$ cat config.mk
export PLATFORM = sky130hd
export DESIGN_NAME = ifetch_queue_flat
export DESIGN_NICKNAME = d
export VERILOG_FILES = /design/src/rtl/ifetch_queue_if.sv /design/src/rtl/ifetch_queue.sv /design/src/flat_wrapper.sv
export SDC_FILE = /design/constraint.sdc
export NUM_CORES = 1
export LEC_CHECK = 0
export ABC_CLOCK_PERIOD_IN_PS = 15900
export CAP_MARGIN = 40
export CELL_PAD_IN_SITES_DETAIL_PLACEMENT = 0
export CELL_PAD_IN_SITES_GLOBAL_PLACEMENT = 1
export CORE_MARGIN = 2
export CORE_UTILIZATION = 40
export CTS_CLUSTER_DIAMETER = 60
export DETAILED_ROUTE_END_ITERATION = 10
export PLACE_DENSITY_LB_ADDON = 0.1
export SKIP_LAST_GASP = 1
export SYNTH_ARGS = -nofsm -noshare
export SYNTH_HDL_FRONTEND = slang
export SYNTH_SLANG_ARGS = --single-unit
$ cat constraint.sdc
create_clock -name clk -period 15.9 [get_ports clk]
set_clock_uncertainty 0.05 [all_clocks]
set_input_delay 3.18 -clock clk [delete_from_list [all_inputs] [get_ports clk]]
set_output_delay 3.18 -clock clk [all_outputs]
set_load 0.1 [all_outputs]
$ cat src/rtl/ifetch_queue_if.sv
// Fetch-unit bus bundle: memory request/response channel, core-side
// instruction handshake and the redirect input.
interface ifetch_queue_if;
  logic        mem_req_valid;
  logic        mem_req_ready;
  logic [31:0] mem_req_addr;
  logic        mem_resp_valid;
  logic [31:0] mem_resp_data;
  logic        out_valid;
  logic        out_ready;
  logic [31:0] out_instr;
  logic [31:0] out_pc;
  logic        redirect_valid;
  logic [31:0] redirect_pc;

  // master: the fetch queue itself
  modport master (
    output mem_req_valid, mem_req_addr, out_valid, out_instr, out_pc,
    input  mem_req_ready, mem_resp_valid, mem_resp_data, out_ready,
           redirect_valid, redirect_pc
  );

  // slave: memory + core side
  modport slave (
    input  mem_req_valid, mem_req_addr, out_valid, out_instr, out_pc,
    output mem_req_ready, mem_resp_valid, mem_resp_data, out_ready,
           redirect_valid, redirect_pc
  );
endinterface

$ cat src/rtl/ifetch_queue.sv
// Instruction fetch front end: sequential fetch to variable-latency memory,
// in-order return queue, redirect flush with drop of stale responses.
module ifetch_queue #(
  parameter int unsigned DEPTH    = 4,
  parameter logic [31:0] RESET_PC = 32'h0000_0000
) (
  input  logic           clk,
  input  logic           reset,
  ifetch_queue_if.master bus
);
  localparam int unsigned PW = (DEPTH > 1) ? $clog2(DEPTH) : 1;
  localparam int unsigned CW = PW + 1;

  typedef logic [PW-1:0] ptr_t;
  typedef logic [CW-1:0] cnt_t;
  typedef logic [CW:0]   sum_t;

  logic [31:0] instr_q [DEPTH];
  logic [31:0] pc_q    [DEPTH];

  logic [31:0] fetch_pc_q, fetch_pc_d;
  logic [31:0] resp_pc_q, resp_pc_d;
  ptr_t        head_q, head_d, tail_q, tail_d;
  cnt_t        count_q, count_d;
  cnt_t        outst_q, outst_d;
  cnt_t        drop_q, drop_d;

  logic        redir, accept, pop, push;
  logic [31:0] redir_pc;
  sum_t        credits_used;

  assign redir        = bus.redirect_valid;
  assign redir_pc     = bus.redirect_pc & 32'hFFFF_FFFC;
  // Credits are taken from registered counts; a pop this cycle frees nothing yet.
  assign credits_used = {1'b0, count_q} + {1'b0, outst_q};

  assign bus.mem_req_valid = !reset && !redir && (credits_used < sum_t'(DEPTH));
  assign bus.mem_req_addr  = fetch_pc_q;
  assign bus.out_valid     = !reset && !redir && (count_q != '0);
  assign bus.out_instr     = instr_q[head_q];
  assign bus.out_pc        = pc_q[head_q];

  assign accept = bus.mem_req_valid && bus.mem_req_ready;
  assign pop    = bus.out_valid && bus.out_ready;
  // Responses owed to a pre-redirect fetch stream are swallowed via drop_q.
  assign push   = bus.mem_resp_valid && (drop_q == '0) && !redir;

  // Next-state: redirect flushes everything and re-arms the drop counter.
  always_comb begin
    fetch_pc_d = fetch_pc_q;
    resp_pc_d  = resp_pc_q;
    head_d     = head_q;
    tail_d     = tail_q;
    count_d    = count_q;
    outst_d    = outst_q;
    drop_d     = drop_q;
    if (redir) begin
      head_d     = '0;
      tail_d     = '0;
      count_d    = '0;
      outst_d    = outst_q - cnt_t'(bus.mem_resp_valid);
      drop_d     = outst_q - cnt_t'(bus.mem_resp_valid);
      fetch_pc_d = redir_pc;
      resp_pc_d  = redir_pc;
    end else begin
      if (accept) fetch_pc_d = fetch_pc_q + 32'd4;
      outst_d = outst_q + cnt_t'(accept) - cnt_t'(bus.mem_resp_valid);
      if (bus.mem_resp_valid) begin
        if (drop_q != '0) begin
          drop_d = drop_q - cnt_t'(1);
        end else begin
          resp_pc_d = resp_pc_q + 32'd4;
          tail_d    = tail_q + ptr_t'(1);
        end
      end
      if (pop) head_d = head_q + ptr_t'(1);
      count_d = count_q + cnt_t'(push) - cnt_t'(pop);
    end
  end

  // Control state registers.
  always_ff @(posedge clk) begin
    if (reset) begin
      fetch_pc_q <= RESET_PC;
      resp_pc_q  <= RESET_PC;
      head_q     <= '0;
      tail_q     <= '0;
      count_q    <= '0;
      outst_q    <= '0;
      drop_q     <= '0;
    end else begin
      fetch_pc_q <= fetch_pc_d;
      resp_pc_q  <= resp_pc_d;
      head_q     <= head_d;
      tail_q     <= tail_d;
      count_q    <= count_d;
      outst_q    <= outst_d;
      drop_q     <= drop_d;
    end
  end

  // Queue storage; cleared on reset so the head reads zero out of reset.
  always_ff @(posedge clk) begin
    if (reset) begin
      for (int i = 0; i < int'(DEPTH); i++) begin
        instr_q[i] <= '0;
        pc_q[i]    <= '0;
      end
    end else if (push) begin
      instr_q[tail_q] <= bus.mem_resp_data;
      pc_q[tail_q]    <= resp_pc_q;
    end
  end
endmodule

$ cat src/flat_wrapper.sv
// flat-port wrapper written by rule: the top's interface ports become plain ports
module ifetch_queue_flat 
#(
  parameter int unsigned DEPTH    = 4,
  parameter logic [31:0] RESET_PC = 32'h0000_0000
)
  (clk, reset, bus_mem_req_valid, bus_mem_req_addr, bus_out_valid, bus_out_instr, bus_out_pc, bus_mem_req_ready, bus_mem_resp_valid, bus_mem_resp_data, bus_out_ready, bus_redirect_valid, bus_redirect_pc);
  ifetch_queue_if bus_i ();
  input  logic clk;
  input  logic reset;
  output wire logic [$bits(bus_i.mem_req_valid)-1:0] bus_mem_req_valid;
  output wire logic [$bits(bus_i.mem_req_addr)-1:0] bus_mem_req_addr;
  output wire logic [$bits(bus_i.out_valid)-1:0] bus_out_valid;
  output wire logic [$bits(bus_i.out_instr)-1:0] bus_out_instr;
  output wire logic [$bits(bus_i.out_pc)-1:0] bus_out_pc;
  input wire logic [$bits(bus_i.mem_req_ready)-1:0] bus_mem_req_ready;
  input wire logic [$bits(bus_i.mem_resp_valid)-1:0] bus_mem_resp_valid;
  input wire logic [$bits(bus_i.mem_resp_data)-1:0] bus_mem_resp_data;
  input wire logic [$bits(bus_i.out_ready)-1:0] bus_out_ready;
  input wire logic [$bits(bus_i.redirect_valid)-1:0] bus_redirect_valid;
  input wire logic [$bits(bus_i.redirect_pc)-1:0] bus_redirect_pc;
  assign bus_mem_req_valid = bus_i.mem_req_valid;
  assign bus_mem_req_addr = bus_i.mem_req_addr;
  assign bus_out_valid = bus_i.out_valid;
  assign bus_out_instr = bus_i.out_instr;
  assign bus_out_pc = bus_i.out_pc;
  assign bus_i.mem_req_ready = bus_mem_req_ready;
  assign bus_i.mem_resp_valid = bus_mem_resp_valid;
  assign bus_i.mem_resp_data = bus_mem_resp_data;
  assign bus_i.out_ready = bus_out_ready;
  assign bus_i.redirect_valid = bus_redirect_valid;
  assign bus_i.redirect_pc = bus_redirect_pc;
  ifetch_queue #(.DEPTH(DEPTH), .RESET_PC(RESET_PC)) u_core (.clk(clk), .reset(reset), .bus(bus_i));
endmodule
After elaboration in Yosys (flattened, before gate mapping)
Memories as Yosys holds them, arrays and structs flattened. A register that Yosys moved wholly into a read port is not among the register bits.
Index checks and enable logic that the tools add are counted.
{ "word_totals": {"latchBits": 0, "inputBits": 70, "ram_bits": 256, "mem_count": 2, "rom_bits": 0, "regBits": 77, "wordCells": 70} }
{ "memory_table": {"columns": ["name", "depth", "word_bits", "rd", "rd_clocked_by_memory_dff", "write_ports", "line", "source"], "rows": [
  ["u_core.instr_q", 4, 32, 1, 1, 4, "ifetch_queue.sv:18", "logic [31:0] instr_q [DEPTH];"],
  ["u_core.pc_q", 4, 32, 1, 1, 4, "ifetch_queue.sv:19", "logic [31:0] pc_q [DEPTH];"]
]} }
{ "classes": {"n_reduce_logical": 21, "order_cmp": 1, "muxes": 24, "mul": 0, "add_sub_neg": 11, "n_shift": 0, "n_eq_ne": 1, "n_bitwise": 1, "div": 0} }
{ "op_table": {"columns": ["cell", "count"], "rows": [
  ["$mux W32", 7],
  ["$add A32 B3 Y32 const B", 2],
  ["$reduce_or A32 Y1", 2],
  ["$mux W2", 6],
  ["$mux W3", 4],
  ["$sub A3 B1 Y3", 3],
  ["$logic_and A1 B1 Y1", 7],
  ["$mux W1", 7],
  ["$add A3 B1 Y3", 2],
  ["$reduce_and A2 Y1", 3],
  ["$reduce_bool A2 Y1", 3],
  ["$reduce_bool A3 Y1", 2],
  ["$add A2 B1 Y2 const B", 2],
  ["$add A3 B3 Y4", 1],
  ["$lt A4 B3 Y1 const B", 1],
  ["$logic_not A3 Y1", 1],
  ["$sub A3 B1 Y3 const B", 1],
  ["$logic_not A1 Y1", 2],
  ["$ne A2 B2 Y1 const B", 1],
  ["$reduce_or A2 Y1", 1],
  ["$not A1 Y1", 1]
]} }

Longest topological paths before layout
Gate-level depths: netlist of run 1.
{ "depth": {"ltp_word": 8, "depth_mapped": 12, "ltp_nobuf": 10} }

Worst setup path before layout of run 1
No wires, ideal clock.
{ "synth_timing": {"path_type": "input -> output", "from": "input port bus_redirect_valid", "to": "output port bus_mem_req_valid", "n_path_buf": 1, "cell_stages": 3, "setup_slack_ns": 6.908, "t_arrival_ns": 5.762, "cell_sequence": "or2_2 > clkbuf_1 > nor3_1"} }
{ "synth_via": {"elab_chain_cells": 3} }
{ "synth_rtl": {"columns": ["element", "line", "source"], "rows": [
  ["start, declared", "flat_wrapper.sv:20", "input wire logic [$bits(bus_i.redirect_valid)-1:0] bus_redirect_valid;"],
  ["$logic_not A1 Y1", "ifetch_queue.sv:37", "assign bus.mem_req_valid = !reset && !redir && (credits_used < sum_t'(DEPTH));"],
  ["$logic_and A1 B1 Y1 (2 in a row)", "ifetch_queue.sv:37", null],
  ["end, declared", "flat_wrapper.sv:11", "output wire logic [$bits(bus_i.mem_req_valid)-1:0] bus_mem_req_valid;"]
]} }
Every way passes these cells.

Final worst setup path of run 1
Ends and elaborated chain as after synthesis.

==> impl_metrics.yaml, run 1 <==
global_routing:
  grt_usage_pct: 19.2
  grt_pass1_vias: 10000
  grt_overflow: 0
  grtUsageMet2_pct: 31.5
  grt_max_degree: 64
  busiest_layer: "met2"
  grt_use_met1_pct: 26.8
  grt_pass1_wl_mm: 56.9
  grtUsageMet3_pct: 3.20
  antenna_found_initial: 0
routing:
  vias_per_cell: 5.05
  vias: 9580
  drt_iter0_drc: 522
  ant_nets: 0
  wirelength_mm: 35.9
  drc: 0
  drtPass1Iterations: 5
  wl_per_cell_um: 18.9
synthesis:
  syn-instance-count: 1153
  avgSynthCellArea_um2: 12.6
  ys_ff_latch: 323
  synthFlopType: "edfxtp_1"
  ys_seq_area_share_pct: 61.8
  ys_async_sr_fraction_pct: 0
  yosys_warnings: 0
  synth_area_leaders: "edfxtp_1, dfxtp_1, mux4_2"
  synth.top_cell.area_share_pct: 51.5
  synth_area_leader_cell: "edfxtp_1"
  synth_cell_types: 52
  synth-edff-count: 248
  syn_area_mm2: 0.0145
clock_network:
  clk_latency_ps: 520
  postCtsHoldBufs: 0
  cts_resized: 0
  cts.sinks: 323
  cts_setup_buffers: 0
  cts.htree.levels: 2
  cts_tree: "done"
  clock_path_buffers: 3
  clkTransAtPathRegs_ps: 50
  clock-root-buffer: "clkbuf_16"
  numCtsBuffers: 38
status:
  outcome: "finished clean"
pwr:
  power_leakage_nw: 7.36
  power_density_mw_per_mm2: 111
  ir_drop_uv: 78.3
floorplan:
  start_util_pct: 40.7
  coreArea_mm2: 0.0356
  ios: 168
  die_x_um: 194
  die-area_mm2: 0.0377
  rows: 69
  fp.dieH_um: 194
sta:
  final_max_slew_viol_count: 0
  tightest_slew_ps: 751
  hold_viol: 0
  setup_violations: 0
  tns_ps: 0
  max_freq_mhz: 116
  rsz0062_at_grt: "no"
  fin_crit_ps: 8610
  slew_headroom_pct: 49.9
  min_period_over_period_pct: 54.1
cells_and_area:
  drive_gt1_share_pct: 17.8
  area_delta_synth_final_pct: 36.0
  nNetsFinal: 1491
  final_common_cell: "edfxtp_1"
  fin_cells: 1898
  final_cell_mix: "edfxtp_1, clkdlybuf4s50_1, nor2_1"
  fillers: 2967
  diodes: 0
placed_design:
  numPortBuffers: 161
  placed_cells: 1828
  dp_hpwl_mm: 22.4
  gp_congestion: 0.800
worst_setup_path:
  critPathKind: "input port to primary output"
  startpoint_type: "input port"
  cp_max_fo: 30
  critical_path.most_common_cell: "clkdlybuf4s50_1"
  slowest_stage: "clkdlybuf4s50_1"
  arrival_ps: 5380
  max_stage_delay_ps: 560
  end_kind: "primary output"
  crit_chain: "clkdlybuf4s50_1 -> buf_4 -> or2_2 -> nor3_1 -> clkdlybuf4s50_1 -> buf_8"
  crit_required_ps: 12670
hold_path:
  hold_path.class: "register to register"
flow_run:
  max-cap-violations: 0
state kept, by name (all words and copies together) (netlist names), named ones only:
name                     count
u_core.resp_pc_q            30
u_core.drop_q                3
u_core.tail_q                2
u_core.count_q               3
u_core.pc_q                120
u_core.head_q                2
u_core.instr_q             128
u_core.outst_q               3
u_core.bus.mem_req_addr     30
layout make-up:
cell class / count / area, um2 / share of cell area, %
sequential: 323 / 8960 / 45.5
multi-input combinational: 685 / 5010 / 25.4
timing repair buffer: 281 / 3600 / 18.3
clock buffer: 53 / 1070 / 5.44
tap: 461 / 577 / 2.93
inverter: 78 / 293 / 1.49
clock inverter: 17 / 178 / 0.903
stage by stage:
step	total power [W]	util, %	hold slack, ps	cell area (um2)	setup slack (ps)
floorplan	0.00119	-	435	14500	6910
global placement	0.00128	46.6	450	16600	6810
detailed placement	0.00135	51.8	465	18400	7270
CTS	0.00222	55.3	476	19700	7260
global route	0.00227	55.3	525	19700	7190
finish	0.00219	55.3	477	19700	7290
worst max-delay path, delay by kind of cell:
family	cells	cell delay (ps)
buffers and inverters	4	1410
AND/OR/NAND/NOR	2	760
path summary, 6_finish.rpt:
check | from | endpoint | slack [ps] | cells past startpoint
worst min register to register | u_core.bus.mem_req_addr[3]$_SDFFE_PP0P_ | u_core.bus.mem_req_addr[3]$_SDFFE_PP0P_ | 480 | 2
worst max-delay path | bus_redirect_valid | bus_mem_req_valid | 7290 | 6
worst max register to register | u_core.drop_q[0]$_SDFFE_PP0P_ | u_core.pc_q[0][28]$_SDFFCE_PN0P_ | 12330 | 9
worst min-delay path | u_core.bus.mem_req_addr[3]$_SDFFE_PP0P_ | u_core.bus.mem_req_addr[3]$_SDFFE_PP0P_ | 480 | 2
where the power goes:
part	switching [W]	leakage [nW]	internal, W
clock	0.000339	0.596	0.000523
sequential	0.0000267	3.19	0.000951
combinational	0.000218	3.57	0.000135
total	0.000583	7.36	0.00161
layer usage:
| layer | wire length (um) | part of all wire, % |
|---|---|---|
| met3 | 1670 | 4.6 |
| met1 | 16300 | 46 |
| met5 | 0 | 0 |
| met2 | 17300 | 48 |
| met4 | 585 | 1.6 |
cell usage after synthesis, types with 23 or more instances:
library cell    n
inv_1          77
nand3_1        24
edfxtp_1      248
a21boi_0       23
nor2_1        159
dfxtp_1        75
clkbuf_1       52
xor2_1         30
xnor2_1        30
mux4_2         62
nand4_1        24
nand2_1        97
and2_1         73
cell families after synthesis:
kind of cell | after synthesis | synth area share (%)
other | 1 | 0.0259
buffers and inverters | 148 | 4.03
DFF | 323 | 61.8
adders and majority gates | 14 | 1.31
AOI/OAI and AO/OA | 110 | 5.14
xor gates and xnor gates | 60 | 3.63
muxes | 63 | 9.72
and+or+nand+nor | 434 | 14.3
Note: power is estimated with default switching activity, not from simulation.
==> run 2, diff against run 1 <==
--- a/config.mk
+++ b/config.mk
@@ -5,7 +5,7 @@
 export SDC_FILE = /design/constraint.sdc
 export NUM_CORES = 1
 export LEC_CHECK = 0
-export ABC_CLOCK_PERIOD_IN_PS = 15900
+export ABC_CLOCK_PERIOD_IN_PS = 7950
 export CAP_MARGIN = 40
 export CELL_PAD_IN_SITES_DETAIL_PLACEMENT = 0
 export CELL_PAD_IN_SITES_GLOBAL_PLACEMENT = 1
==> constraint.sdc (replaced) <==
create_clock -name clk -period 7.95 [get_ports clk]
set_clock_uncertainty 0.05 [all_clocks]
set_input_delay 1.59 -clock clk [delete_from_list [all_inputs] [get_ports clk]]
set_output_delay 1.59 -clock clk [all_outputs]
set_load 0.1 [all_outputs]
==> run 2 against run 1 <==
Cell count is 0.32% lower. Count of clock-buffer cells in the layout fell by 8. Final area shrank 0.76%. Clock power up 87%. Flip-flop and latch count is the same. Global-route usage is 0.29 points higher. Largest cell class unchanged. Largest power group unchanged.
==> impl_metrics.yaml, run 2 (synthesis gave the netlist of run 1 again) <==
routing:
  wirelength_mm: 36.1
  wl_per_cell_um: 19.1
  vias_per_cell: 5.05
  wl_met2_mm: 17.6
  drt_iter0_drc: 430
  drc: 0
  drtPass1Iterations: 4
  wl_met3_mm: 1.57
  wl_met1_mm: 16.5
  highest_layer: "met4"
  ant_nets: 0
  vias: 9564
sta:
  setup_violations: 0
  tns_ps: 0
  fin_ws_ps: 2560
  max_freq_mhz: 185
  final_max_slew_viol_count: 0
  min_period_over_period_pct: 67.8
  slew_headroom_pct: 44.1
  tightest_slew_ps: 839
  fin_crit_ps: 5390
  hold_viol: 0
  rsz0062_at_grt: "no"
clock_network:
  cts.htree.levels: 2
  clk_latency_ps: 520
  cts_setup_buffers: 0
  postCtsHoldBufs: 0
  cts.sinks: 323
  cts_resized: 0
  numCtsBuffers: 37
  clkTransAtPathRegs_ps: 60
  clock-root-buffer: "clkbuf_16"
  cts_tree: "done"
  clock_path_buffers: 3
global_routing:
  grt_overflow: 0
  grt_pass1_vias: 10100
  grt_max_degree: 84
  grt_usage_pct: 19.5
  grt_pass1_wl_mm: 57.7
  antenna_found_initial: 0
placed_design:
  dp_hpwl_mm: 22.5
  numPortBuffers: 161
  gp_congestion: 0.799
  placed_cells: 1824
  post-place-ws_ps: 2540
  dpl_cell_area_mm2: 0.0184
worst_setup_path:
  cp_max_fo: 30
  end_kind: "primary output"
  startpoint_type: "input port"
  crit_required_ps: 6310
  critPathKind: "input port to primary output"
  arrival_ps: 3750
floorplan:
  fp.dieH_um: 194
  ios: 168
  start_util_pct: 40.7
  die-area_mm2: 0.0377
  rows: 69
  coreArea_mm2: 0.0356
  die_x_um: 194
cells_and_area:
  fin_cells: 1892
  final_cell_mix: "edfxtp_1, clkdlybuf4s50_1, nor2_1"
  stdcell_area_mm2: 0.0195
  area_delta_synth_final_pct: 35.0
  regMostFlops: "u_core.instr_q"
  drive_gt1_share_pct: 17.5
  top_regs: "u_core.instr_q x128, u_core.pc_q x120"
  final_common_cell: "edfxtp_1"
  nNetsFinal: 1486
  largest_register_ffs: 128
  diodes: 0
flow_run:
  max-cap-violations: 0
pwr:
  ir_drop_uv: 149
  power_leakage_nw: 7.30
  power_w: 0.00427
  power_density_mw_per_mm2: 218
status:
  outcome: "finished clean"
hold_path:
  hold_path.class: "register to register"
-- run 2: cell count changes in the layout (fill, tap and decap cells not counted) --
cell / change
clkbuf_8: +1
inv_6: -2
clkbuf_16: -2
buf_12: +2
buf_16: -3
clkinvlp_4: -2
buf_8: +1
clkinv_4: +1
inv_8: +1
clkinv_1: +6
clkinv_2: +4
buf_4: -4
clkbuf_1: -7
bufinv_16: -2
-- run 2: worst max-delay path, stage by stage --
cell and delay [ps]:
clkdlybuf4s50_1 390, buf_4 260, or2_2 500, nor3_1 220, clkdlybuf4s50_1 600, buf_16 190
-- run 2: stage by stage --
stage	hold WS [ps]	util, %
after floorplan	435	-
after global placement	452	46.5
final	486	54.9
after global routing	505	54.9
after CTS	480	54.9
after detailed placement	471	51.7
-- run 2: where the power goes --
group	total, W	internal (W)	switching, W
Sequential	0.00196	0.00190	0.0000540
Clock	0.00161	0.000939	0.000668
Combinational	0.000703	0.000268	0.000435
Total	0.00427	0.00311	0.00116
-- run 2: final cells by class --
class | count | area, um2
clock buffers | 45 | 1010
fillers | 2984 | 16000
well taps | 461 | 577
flip-flops and latches | 323 | 8960
multi-input cells | 685 | 5010
repair buffers | 277 | 3540
inverters | 78 | 293
clock inverters | 23 | 148
-- run 2: layer usage --
metal,GRT usage (%),up-vias
met5,0,-
met4,3.87,0
met3,3.20,37
met2,32.6,224
met1,26.9,4680
li1,-,4623
-- run 2: worst paths after layout --
| check | startpoint | to | slack [ps] | cells after the start |
|---|---|---|---|---|
| worst min-delay path | u_core.bus.mem_req_addr[3]$_SDFFE_PP0P_ | u_core.bus.mem_req_addr[3]$_SDFFE_PP0P_ | 490 | 2 |
| worst min register to register | u_core.bus.mem_req_addr[3]$_SDFFE_PP0P_ | u_core.bus.mem_req_addr[3]$_SDFFE_PP0P_ | 490 | 2 |
| worst max-delay path | bus_redirect_valid | bus_mem_req_valid | 2560 | 6 |
| worst max register to register | u_core.drop_q[0]$_SDFFE_PP0P_ | u_core.instr_q[0][20]$_SDFFCE_PN0P_ | 4450 | 8 |
